===== src/rtl/traffic_analyzer_pkg.sv =====
// Shared constants for the GMII traffic analyzer receive path: FSM states,
// frame classes, framing bytes, CRC-32 constants and counter indices.
package traffic_analyzer_pkg;

  typedef enum logic [1:0] {
    ST_IDLE     = 2'd0,
    ST_PREAMBLE = 2'd1,
    ST_FRAME    = 2'd2,
    ST_VERDICT  = 2'd3
  } rx_state_e;

  localparam logic [1:0] FC_GOOD     = 2'd0;
  localparam logic [1:0] FC_CRC_ERR  = 2'd1;
  localparam logic [1:0] FC_LEN_ERR  = 2'd2;
  localparam logic [1:0] FC_GMII_ERR = 2'd3;

  localparam logic [7:0] PREAMBLE_BYTE = 8'h55;
  localparam logic [7:0] SFD_BYTE      = 8'hd5;

  // Reflected CRC-32; running register over data+FCS ends at this residue.
  localparam logic [31:0] CRC_POLY    = 32'hEDB88320;
  localparam logic [31:0] CRC_RESIDUE = 32'hDEBB20E3;

  localparam int NUM_CNT   = 6;
  localparam int CI_TOTAL  = 0;
  localparam int CI_GOOD   = 1;
  localparam int CI_CRC    = 2;
  localparam int CI_LEN    = 3;
  localparam int CI_GMII   = 4;
  localparam int CI_BYTES  = 5;

  function automatic logic [31:0] crc32_byte(input logic [31:0] crc, input logic [7:0] b);
    logic [31:0] c;
    c = crc;
    for (int i = 0; i < 8; i++)
      c = (c[0] ^ b[i]) ? ((c >> 1) ^ CRC_POLY) : (c >> 1);
    return c;
  endfunction

endpackage


===== src/rtl/ethernet_crc_8_check.sv =====
// Byte-wide Ethernet FCS checker. Starts at the SFD, and when RX_DV drops
// latches whether the frame (FCS included) hit the CRC-32 residue.
module ethernet_crc_8_check
  import traffic_analyzer_pkg::*;
(
  input  logic       clk,
  input  logic       rst,
  input  logic [7:0] d,
  input  logic       en,
  input  logic       er,
  output logic       crc_ok
);

  logic        in_frame;
  logic        err;
  logic [31:0] crc;

  // crc_ok holds its value until the next frame ends, so a reader one cycle
  // after RX_DV drops sees this frame's verdict.
  always_ff @(posedge clk or posedge rst) begin
    if (rst) begin
      in_frame <= 1'b0;
      err      <= 1'b0;
      crc      <= '1;
      crc_ok   <= 1'b0;
    end else if (!en) begin
      if (in_frame) crc_ok <= (crc == CRC_RESIDUE) && !err;
      in_frame <= 1'b0;
    end else if (!in_frame) begin
      if (d == SFD_BYTE) begin
        in_frame <= 1'b1;
        err      <= 1'b0;
        crc      <= '1;
      end
    end else begin
      crc <= crc32_byte(crc, d);
      if (er) err <= 1'b1;
    end
  end

endmodule


===== src/rtl/gmii_rx_frame_stats.sv =====
// GMII receive frame sequencer: delimits frames, classifies them using the
// CRC checker verdict, and keeps saturating statistics with snapshot readout.
module gmii_rx_frame_stats
  import traffic_analyzer_pkg::*;
#(
  parameter int CNT_W   = 32,
  parameter int MIN_LEN = 64,
  parameter int MAX_LEN = 1518
) (
  input  logic             clk,
  input  logic             resetn,
  input  logic [7:0]       d,
  input  logic             en,
  input  logic             er,
  input  logic             snap_req,
  input  logic             snap_clear,
  output logic             snap_ack,
  output logic             frame_done,
  output logic [1:0]       frame_class,
  output logic [15:0]      frame_len,
  output logic [CNT_W-1:0] snap_total,
  output logic [CNT_W-1:0] snap_good,
  output logic [CNT_W-1:0] snap_crc_err,
  output logic [CNT_W-1:0] snap_len_err,
  output logic [CNT_W-1:0] snap_gmii_err,
  output logic [CNT_W-1:0] snap_good_bytes
);

  localparam logic [15:0] MIN_L = 16'(MIN_LEN);
  localparam logic [15:0] MAX_L = 16'(MAX_LEN);

  rx_state_e   state, state_nxt;
  logic [15:0] len;
  logic        gerr;
  logic        crc_ok;
  logic [1:0]  cls;
  logic [NUM_CNT-1:0][CNT_W-1:0] inc;
  logic [NUM_CNT-1:0][CNT_W-1:0] snap;

  ethernet_crc_8_check u_crc (
    .clk    (clk),
    .rst    (~resetn),
    .d      (d),
    .en     (en),
    .er     (er),
    .crc_ok (crc_ok)
  );

  always_ff @(posedge clk or negedge resetn) begin
    if (!resetn) state <= ST_IDLE;
    else         state <= state_nxt;
  end

  always_comb begin
    state_nxt = state;
    unique case (state)
      ST_IDLE:     if (en && d == PREAMBLE_BYTE) state_nxt = ST_PREAMBLE;
      ST_PREAMBLE: begin
        if (!en)                   state_nxt = ST_IDLE;
        else if (d == SFD_BYTE)    state_nxt = ST_FRAME;
        else if (d != PREAMBLE_BYTE) state_nxt = ST_IDLE;
      end
      ST_FRAME:    if (!en) state_nxt = ST_VERDICT;
      // A preamble byte right after the gap starts the next frame here.
      ST_VERDICT:  state_nxt = (en && d == PREAMBLE_BYTE) ? ST_PREAMBLE : ST_IDLE;
    endcase
  end

  always_comb begin
    cls = FC_GOOD;
    if (gerr)                          cls = FC_GMII_ERR;
    else if (len < MIN_L || len > MAX_L) cls = FC_LEN_ERR;
    else if (!crc_ok)                  cls = FC_CRC_ERR;
  end

  always_ff @(posedge clk or negedge resetn) begin
    if (!resetn) begin
      len  <= '0;
      gerr <= 1'b0;
    end else if (state == ST_PREAMBLE && en && d == SFD_BYTE) begin
      len  <= '0;
      gerr <= 1'b0;
    end else if (state == ST_FRAME && en) begin
      if (len != 16'hFFFF) len <= len + 16'd1;
      if (er) gerr <= 1'b1;
    end
  end

  always_ff @(posedge clk or negedge resetn) begin
    if (!resetn) begin
      frame_done  <= 1'b0;
      frame_class <= FC_GOOD;
      frame_len   <= '0;
      snap_ack    <= 1'b0;
    end else begin
      frame_done <= (state == ST_VERDICT);
      snap_ack   <= snap_req;
      if (state == ST_VERDICT) begin
        frame_class <= cls;
        frame_len   <= len;
      end
    end
  end

  always_comb begin
    inc = '0;
    if (state == ST_VERDICT) begin
      inc[CI_TOTAL] = CNT_W'(1);
      unique case (cls)
        FC_GOOD:     inc[CI_GOOD] = CNT_W'(1);
        FC_CRC_ERR:  inc[CI_CRC]  = CNT_W'(1);
        FC_LEN_ERR:  inc[CI_LEN]  = CNT_W'(1);
        FC_GMII_ERR: inc[CI_GMII] = CNT_W'(1);
      endcase
      if (cls == FC_GOOD) inc[CI_BYTES] = CNT_W'(len);
    end
  end

  // Clearing loads the concurrent increment so a frame finishing on the
  // snapshot edge lands in the new interval rather than being dropped.
  for (genvar i = 0; i < NUM_CNT; i++) begin : g_cnt
    logic [CNT_W-1:0] live_q, snap_q;
    logic [CNT_W:0]   sum;

    assign sum = {1'b0, live_q} + {1'b0, inc[i]};

    always_ff @(posedge clk or negedge resetn) begin
      if (!resetn) begin
        live_q <= '0;
        snap_q <= '0;
      end else begin
        if (snap_req) snap_q <= live_q;
        if (snap_req && snap_clear) live_q <= inc[i];
        else                        live_q <= sum[CNT_W] ? '1 : sum[CNT_W-1:0];
      end
    end

    assign snap[i] = snap_q;
  end

  assign snap_total      = snap[CI_TOTAL];
  assign snap_good       = snap[CI_GOOD];
  assign snap_crc_err    = snap[CI_CRC];
  assign snap_len_err    = snap[CI_LEN];
  assign snap_gmii_err   = snap[CI_GMII];
  assign snap_good_bytes = snap[CI_BYTES];

endmodule


===== config.mk =====
export PLATFORM = sky130hd
export DESIGN_NAME = gmii_rx_frame_stats
export DESIGN_NICKNAME = d
export VERILOG_FILES = /design/src/rtl/traffic_analyzer_pkg.sv /design/src/rtl/ethernet_crc_8_check.sv /design/src/rtl/gmii_rx_frame_stats.sv
export SDC_FILE = /design/constraint.sdc
export NUM_CORES = 1
export LEC_CHECK = 0
export ABC_AREA = 1
export BUFFER_PORTS_ARGS = -buffer_cell sky130_fd_sc_hd__buf_2
export CAP_MARGIN = 20
export CORE_MARGIN = 2
export CORE_UTILIZATION = 45
export CTS_CLUSTER_DIAMETER = 200
export DETAILED_ROUTE_END_ITERATION = 12
export GPL_TIMING_DRIVEN = 0
export PLACE_DENSITY = 0.74
export RECOVER_POWER = 100
export SLEW_MARGIN = 40
export SYNTH_ARGS = -nofsm -noshare
export SYNTH_HDL_FRONTEND = slang
export SYNTH_SLANG_ARGS = --single-unit

===== constraint.sdc =====
create_clock -name clk -period 3.92 [get_ports clk]
set_input_delay 0.784 -clock clk [delete_from_list [all_inputs] [get_ports clk]]
set_output_delay 0.784 -clock clk [all_outputs]
set_load 0.02 [all_outputs]

==> results.md, run 1 <==
- Status: finished, violations left
- Failing checks: capacitance limit, slew limit
- Largest net degree at the start of global routing: 74
- Actual slew at the worst max-slew pin: around 1.8 ns
- DRC errors left: 0
- Resized Gates After CTS: 0
- Die X: 236 um
- Via count: 20900
- Clock share of power: between 40% and 50%
- Leakage Power: ~13 nW
- Final min period: 3.57 ns
- Synthesis-to-finish area growth: 14.3%
- Final Instance Area: around 0.028 sq mm
- Delay-heaviest family, CP: simple AND/OR/NAND/NOR gates
- GP Congestion: just under 1
- Max_cap viols: 4
- Ranking of synthesized cells by area: dfrtp_1 (44%), nand2_1 (11%), inv_1 (5.6%), nor2_1 (5.0%), mux2_2 (4.7%)
- Mapped Avg Cell Area: 8.16 sq um
- Arrival time at the worst endpoint: about 4.1 ns
- Clock Latency Late Sink: between 0.6 and 0.7 ns
- IO buf count: 225
- Fin. Hold Viols: 0
- Initial Util: a little under half
- Reg2Reg Setup Slack: roughly 0.35 ns
- Startpoint types: flop
- Die area: ~0.056 sq mm
- Power density cells: 420 mW/mm^2
- Final Max Slew Viols: around 280
- Switching share of power: between 20% and 30%
- Synth unique cells: 50
- Most frequent CP cell: nor2_1
- Worst-path clk slew: 0.06 ns
- Reg2reg path depth: 14
- Vias/cell: 5.25
- Min Hold Slack: between 0.1 and 0.15 ns
- Worst Path Buf+Inv: 3
- DRT iter0 DRCs: 1568
- Worst Path Max Fanout: 10
- Post-synth EDFFs: 0
- Crit path kind: reg -> reg
- Wirelength per Cell: 17.4 um
- Top FF cell, synth: dfrtp_1
- CP required: about 4.5 ns
- Setup crit end kind: flop
- RSZ-0062 raised after global routing: false
- Setup Fix Bufs, Post-CTS: 0
- Clock Path Buffers: 3
- Final Skew: 0.0281 ns
- Setup TNS: 0 ns
- Total wire length: between 60 and 70 mm
- GRT overflow: 0
- Vias in the first global route: 19700
- Post-DP HPWL: a little over 50 mm
- First-pass GRT wire length: between 100 and 150 mm
- Mapped cell area: approximately 0.024 sq mm
- Crit share post-route: 91.1%
- # rows: 84
- Register area share after synthesis: 47.6%
- Chip height: 236 um
- Post-synth ARST share: 100%
- Worst min path class: in -> async
- Logic pwr share: a little under an eighth
- Crit-path slowest cell: nor3_1
- Final count of negative-setup-slack endpoints: 0
- Sw Pwr: roughly 3.2 mW
- Post-Syn Instances: 2959
- Htree depth: 2
- YS warnings: 0
- Placed cell area: between 0.02 and 0.03 sq mm
- Top cell type's share of synthesized area: 44.1%
- Register share of total power: 44.0%
- Nets: approximately 3300
- Share of layout cells above drive strength 1: under 10%
- Synthesized flop and latch total: approximately 460
- Most instantiated cells after synthesis: nand2_1 (692), dfrtp_1 (426), inv_1 (360), nor2_1 (321), a21oi_1 (212)
- Placed Cells: ~3900
- Antenna cells: 0
- First drt pass iteration count: 6
- # hold bufs at CTS: 0
- I/O pins: about 230
- Pre-CTS WS: about 0.47 ns
- Initial antenna violation count: 0
- Post-synth top area cell: dfrtp_1
- Core box area: 0.0529 sq mm
- Non-filler cells, final: 3977
- Final worst slack: between 0.3 and 0.4 ns
- Max Freq: 280 MHz
- Max-slew headroom: -20.9%
- Peak supply drop: 0.000324 V
- CTS root buf: clkbuf_16
- CP Depth: 14
- GR Util All Layers: ~25%
- Crit-path cells: nand2_1 -> clkbuf_1 -> nor2_1 -> ha_1 -> ha_1 -> nand2_1 -> nor2_1 -> nand3_4 -> nor2_1 -> nand3_2 -> nor3_1 -> clkbuf_2 -> o21ai_0 -> inv_1
- CTS tree: built
- Internal power: ~8.4 mW
- ANT nets after route: 0
- Cts bufs inserted: approximately 50
- Cell with the most instances after synthesis: nand2_1
- Clk sinks: 458
- Slowest cell delay on critical path: between 0.5 and 0.6 ns
## metrics by stage
step                      utilization (%)  power (mW)
after detailed placement             49.8        6.58
after floorplan                         -        6.08
after global routing                 52.3        12.1
after CTS                            53.2        11.7
final                                52.3        11.6
after global placement               49.5        6.54
## worst reg2reg max path, stage by stage, from the launching register on
cell	delay (ns)
dfrtp_1	0.43
nand2_1	0.10
clkbuf_1	0.26
nor2_1	0.39
ha_1	0.27
ha_1	0.19
nand2_1	0.07
nor2_1	0.34
nand3_4	0.16
nor2_1	0.15
nand3_2	0.10
nor3_1	0.53
clkbuf_2	0.34
o21ai_0	0.13
inv_1	0.08
## cells in the final DEF, fill, tap and decap left out, types with 32 or more instances in the layout
cell,netlist,layout
a21oi_1,212,212
clkbuf_1,27,272
clkbuf_16,0,51
dfrtp_1,426,426
dfstp_2,32,32
inv_1,360,361
mux2_2,100,100
nand2_1,692,696
nand3_1,179,181
nand4_1,56,56
nor2_1,321,330
nor3_1,97,98
o21ai_0,75,86
xnor2_1,50,50
xor2_1,100,100
## state kept, by name, summed over array words and instances (netlist names), named ones only
signal / count
g_cnt.live_q: 192
snap_crc_err: 32
snap_gmii_err: 32
snap_good: 32
snap_good_bytes: 32
snap_len_err: 32
snap_total: 32
u_crc.crc: 32
frame_len: 16
len: 16
frame_class: 2
frame_done: 1
gerr: 1
snap_ack: 1
state: 1
u_crc.crc_ok: 1
u_crc.err: 1
u_crc.in_frame: 1
## kinds of logic after synthesis
| family | synth area share (%) |
|---|---|
| other cells | 0.0155 |
| flops | 47.6 |
| simple gates | 26.0 |
| xor+xnor | 5.57 |
| compound gates | 7.15 |
| buf+inv | 7.49 |
| fa+ha+maj | 1.48 |
| mux | 4.66 |
## path summary, 6_finish.rpt
| kind | from | to |
|---|---|---|
| worst max register to register | state[0] | g_cnt[4].live_q[24] |
| worst min-delay path | resetn | snap_crc_err[10] |
| max in group asynchronous | resetn | snap_good_bytes[12] |
| min in group clk | snap_req | snap_ack |
| worst max-delay path | state[0] | g_cnt[4].live_q[24] |
| worst min register to register | frame_len[2] | frame_len[2] |
## power groups by stage
| stage | registers, mW | logic (mW) | clock network, mW |
|---|---|---|---|
| 4_1_cts | 5.10 | 1.41 | 5.22 |
| 2_1_floorplan | 5.27 | 0.811 | 0 |
| 6_report | 5.10 | 1.38 | 5.13 |
| 3_3_place_gp | 5.18 | 1.36 | 0 |
| 3_5_place_dp | 5.18 | 1.40 | 0 |
| 5_1_grt | 5.12 | 1.55 | 5.44 |
## cell type report
| cell class | instances | area, sq um |
|---|---|---|
| tap | 688 | 861 |
| clock buffer | 66 | 1380 |
| clock inverter | 29 | 403 |
| timing repair buffer | 231 | 945 |
| fill | 5119 | 25200 |
| inverter | 367 | 1380 |
| buffer | 82 | 383 |
| sequential | 458 | 11500 |
| multi-input combinational | 2056 | 10800 |
## metal layers
metal	track usage, %	part of all wire, %
met4	9.59	4.0
met5	0	0
met2	38.6	45
met1	34.0	45
met3	4.55	6.2
Note: power is estimated with default switching activity, not from simulation.
==> inputs of run 2 (changes only) <==
--- a/config.mk
+++ b/config.mk
@@ -9,11 +9,10 @@
 export BUFFER_PORTS_ARGS = -buffer_cell sky130_fd_sc_hd__buf_2
 export CAP_MARGIN = 20
 export CORE_MARGIN = 2
-export CORE_UTILIZATION = 45
+export CORE_UTILIZATION = 40
 export CTS_CLUSTER_DIAMETER = 200
 export DETAILED_ROUTE_END_ITERATION = 12
-export GPL_TIMING_DRIVEN = 0
-export PLACE_DENSITY = 0.74
+export PLACE_DENSITY = 0.69
 export RECOVER_POWER = 100
 export SLEW_MARGIN = 40
 export SYNTH_ARGS = -nofsm -noshare
==> run 2 against run 1 <==
Via count fell by 3.5%. Critical path depth is 10 lower. Sequential share of layout area is 0.21 points higher. Die area increased by 12%. Combinational power about the same. The run still ends with capacitance limit, slew limit left. Largest cell class unchanged. Final area decreased by 0.51%. Global-route usage down 4.3 points.
==> results.md, run 2 (synthesis gave the netlist of run 1 again) <==
- Status: finished, violations left (unchanged)
- Failing checks: capacitance limit, slew limit (unchanged)
- Vias in the first global route: 19000 (was 19700)
- Final Skew: 0.0195 ns (was 0.0281 ns)
- Vias/cell: 5.03 (was 5.25)
- Worst min path class: reg -> reg (was in -> async)
- Final Max Slew Viols: 116 (was 284)
- Total wire length: 63.8 mm (was 69.3 mm)
- Clock Latency Late Sink: 0.59 ns (was 0.62 ns)
- First-pass GRT wire length: 103 mm (was 109 mm)
- Reg-to-Reg Start: state[0] (unchanged)
- Crit-path slowest cell: clkbuf_1 (was nor3_1)
- Max-slew headroom: -50.1% (was -20.9%)
- CTS root buf: clkbuf_16 (unchanged)
- Worst-path clk slew: 0.06 ns (about the same)
- Resized Gates After CTS: 0 (unchanged)
- Delay-heaviest family, CP: buffers and inverters (was simple AND/OR/NAND/NOR gates)
- Placed cell area: 0.0261 sq mm (was 0.0263 sq mm)
- Peak supply drop: 0.000278 V (was 0.000324 V)
- Min-delay src: frame_len[1]
- Initial antenna violation count: 0 (unchanged)
- Final Instance Area: 0.0275 sq mm (was 0.0276 sq mm)
- GR Util All Layers: 20.3% (was 24.6%)
- Antenna cells: 0 (unchanged)
- Wirelength per Cell: 15.9 um (was 17.4 um)
- Initial Util: 40.3% (was 45.7%)
- # rows: 90 (was 84)
- CP required: 4.38 ns (was 4.48 ns)
- IO buf count: 225 (unchanged)
- Synthesis-to-finish area growth: 13.8% (was 14.3%)
- # hold bufs at CTS: 0 (unchanged)
- Max Freq: 276 MHz (was 280 MHz)
- DRC errors left: 0 (unchanged)
- Die area: 0.0624 sq mm (was 0.0556 sq mm)
- Slowest cell delay on critical path: 1.32 ns (was 0.53 ns)
- Power density cells: 417 mW/mm^2 (was 420 mW/mm^2)
- GRT overflow: 0 (unchanged)
- Crit-path cells: clkbuf_1 -> buf_12 -> buf_4 -> mux2_2 (was nand2_1 -> clkbuf_1 -> nor2_1 -> ha_1 -> ha_1 -> nand2_1 -> nor2_1 -> nand3_4 -> nor2_1 -> nand3_2 -> nor3_1 -> clkbuf_2 -> o21ai_0 -> inv_1)
- Top reg by flops: g_cnt.live_q (unchanged)
- Setup crit end kind: flop (unchanged)
- Chip height: 250 um (was 236 um)
- GP Congestion: 0.940 (was 0.966)
- Clk sinks: 458 (unchanged)
- Post-DP HPWL: 46.1 mm (was 51.8 mm)
- Crit share post-route: 92.3% (was 91.1%)
- Crit path kind: in -> reg (was reg -> reg)
- Pre-CTS WS: 0.462 ns (was 0.473 ns)
- Worst Path Buf+Inv: 3 (unchanged)
- Startpoint types: input port (was flop)
- Fin. Hold Viols: 0 (unchanged)
- Setup TNS: 0 ns (unchanged)
- Die X: 250 um (was 236 um)
- ANT nets after route: 0 (unchanged)
- Max FFs per register: 192 (unchanged)
- Arrival time at the worst endpoint: 4.08 ns (was 4.13 ns)
- Filler cells: 6039 (was 5119)
- Nets: 3222 (was 3289)
- Largest net degree at the start of global routing: 188 (was 74)
- Htree depth: 2 (unchanged)
- Final min period: 3.62 ns (was 3.57 ns)
- Via count: 20100 (was 20900)
- RSZ-0062 raised after global routing: false (unchanged)
- Leakage Power: 13.3 nW (was 13.4 nW)
- Critical Path Start: snap_req (was state[0])
- Share of layout cells above drive strength 1: 9.69% (was 9.67%)
- Setup Fix Bufs, Post-CTS: 0 (unchanged)
- Commonest non-fill, non-tap cell in the layout: nand2_1 (unchanged)
- DRT iter0 DRCs: 1402 (was 1568)
- Max_cap viols: 2 (was 4)
- CTS tree: built (unchanged)
- Core box area: 0.0600 sq mm (was 0.0529 sq mm)
- Cts bufs inserted: 51 (unchanged)
- First drt pass iteration count: 6 (unchanged)
- Reg2Reg Setup Slack: 0.31 ns (was 0.35 ns)
- Clock Path Buffers: 3 (unchanged)
- Final worst slack: 0.301 ns (was 0.349 ns)
- Actual slew at the worst max-slew pin: 2.25 ns (was 1.81 ns)
- I/O pins: 226 (unchanged)
- Most frequent cells in the layout: nand2_1 (695), dfrtp_1 (426), inv_1 (361), nor2_1 (326), clkbuf_1 (228) (was nand2_1 (696), dfrtp_1 (426), inv_1 (361), nor2_1 (330), clkbuf_1 (272))
- Final count of negative-setup-slack endpoints: 0 (unchanged)
- Worst Path Max Fanout: 128 (was 10)
## run 2: cell count changes in the layout (fill, tap and decap cells not counted), sizes merged
cell / previous run / this run
buf: 41 / 21
bufinv: 8 / 5
clkbuf: 338 / 295
clkinv: 15 / 13
clkinvlp: 5 / 4
inv: 368 / 369
## run 2: tightest hold or removal path: cells and delay by family (launching register included)
kind            cells  cell delay [ns]
compound gates      1             0.06
flops               1             0.34
simple gates        1             0.05
## run 2: path summary, 6_finish.rpt
| path | to | depth (start not counted) |
|---|---|---|
| hold / removal | frame_len[1] | 2 |
| max in group asynchronous | frame_len[12] | 2 |
| min in group asynchronous | snap_good[18] | 1 |
| hold reg to reg | frame_len[1] | 2 |
| setup reg to reg | g_cnt[4].live_q[27] | 15 |
| setup / recovery | snap_crc_err[10] | 4 |
## run 2: layer usage
| metal | global-route usage (%) | wire length (um) |
|---|---|---|
| met5 | 0 | 0 |
| met4 | 6.76 | 1890 |
| met3 | 3.69 | 3840 |
| met1 | 28.4 | 28900 |
| met2 | 31.9 | 29100 |
## run 2: area by class of cell
type / count / area, sq um / share of cell area [%]
clock buffers: 70 / 1480 / 5.38
flip-flops and latches: 458 / 11500 / 41.8
inverters: 367 / 1380 / 5.02
well taps: 782 / 978 / 3.56
repair buffers: 246 / 1050 / 3.81
multi-input cells: 2056 / 10800 / 39.3
clock inverters: 24 / 295 / 1.07
## run 2: per-stage QoR
step           hold slack, ns  utilization [%]  total power, mW  std cells
4_1_cts                 0.216             46.5             11.6       4002
5_1_grt                 0.518             45.8             12.0       4003
6_report                0.487             45.8             11.5       4003
2_1_floorplan           0.449                -             6.08       2963
3_5_place_dp            0.474             43.5             6.54       3908
3_3_place_gp            0.464             43.5             6.52       3908
## run 2: power breakdown
part | internal [mW] | switching, mW
Clock | 2.98 | 2.02
Sequential | 4.95 | 0.144
Combinational | 0.418 | 0.936
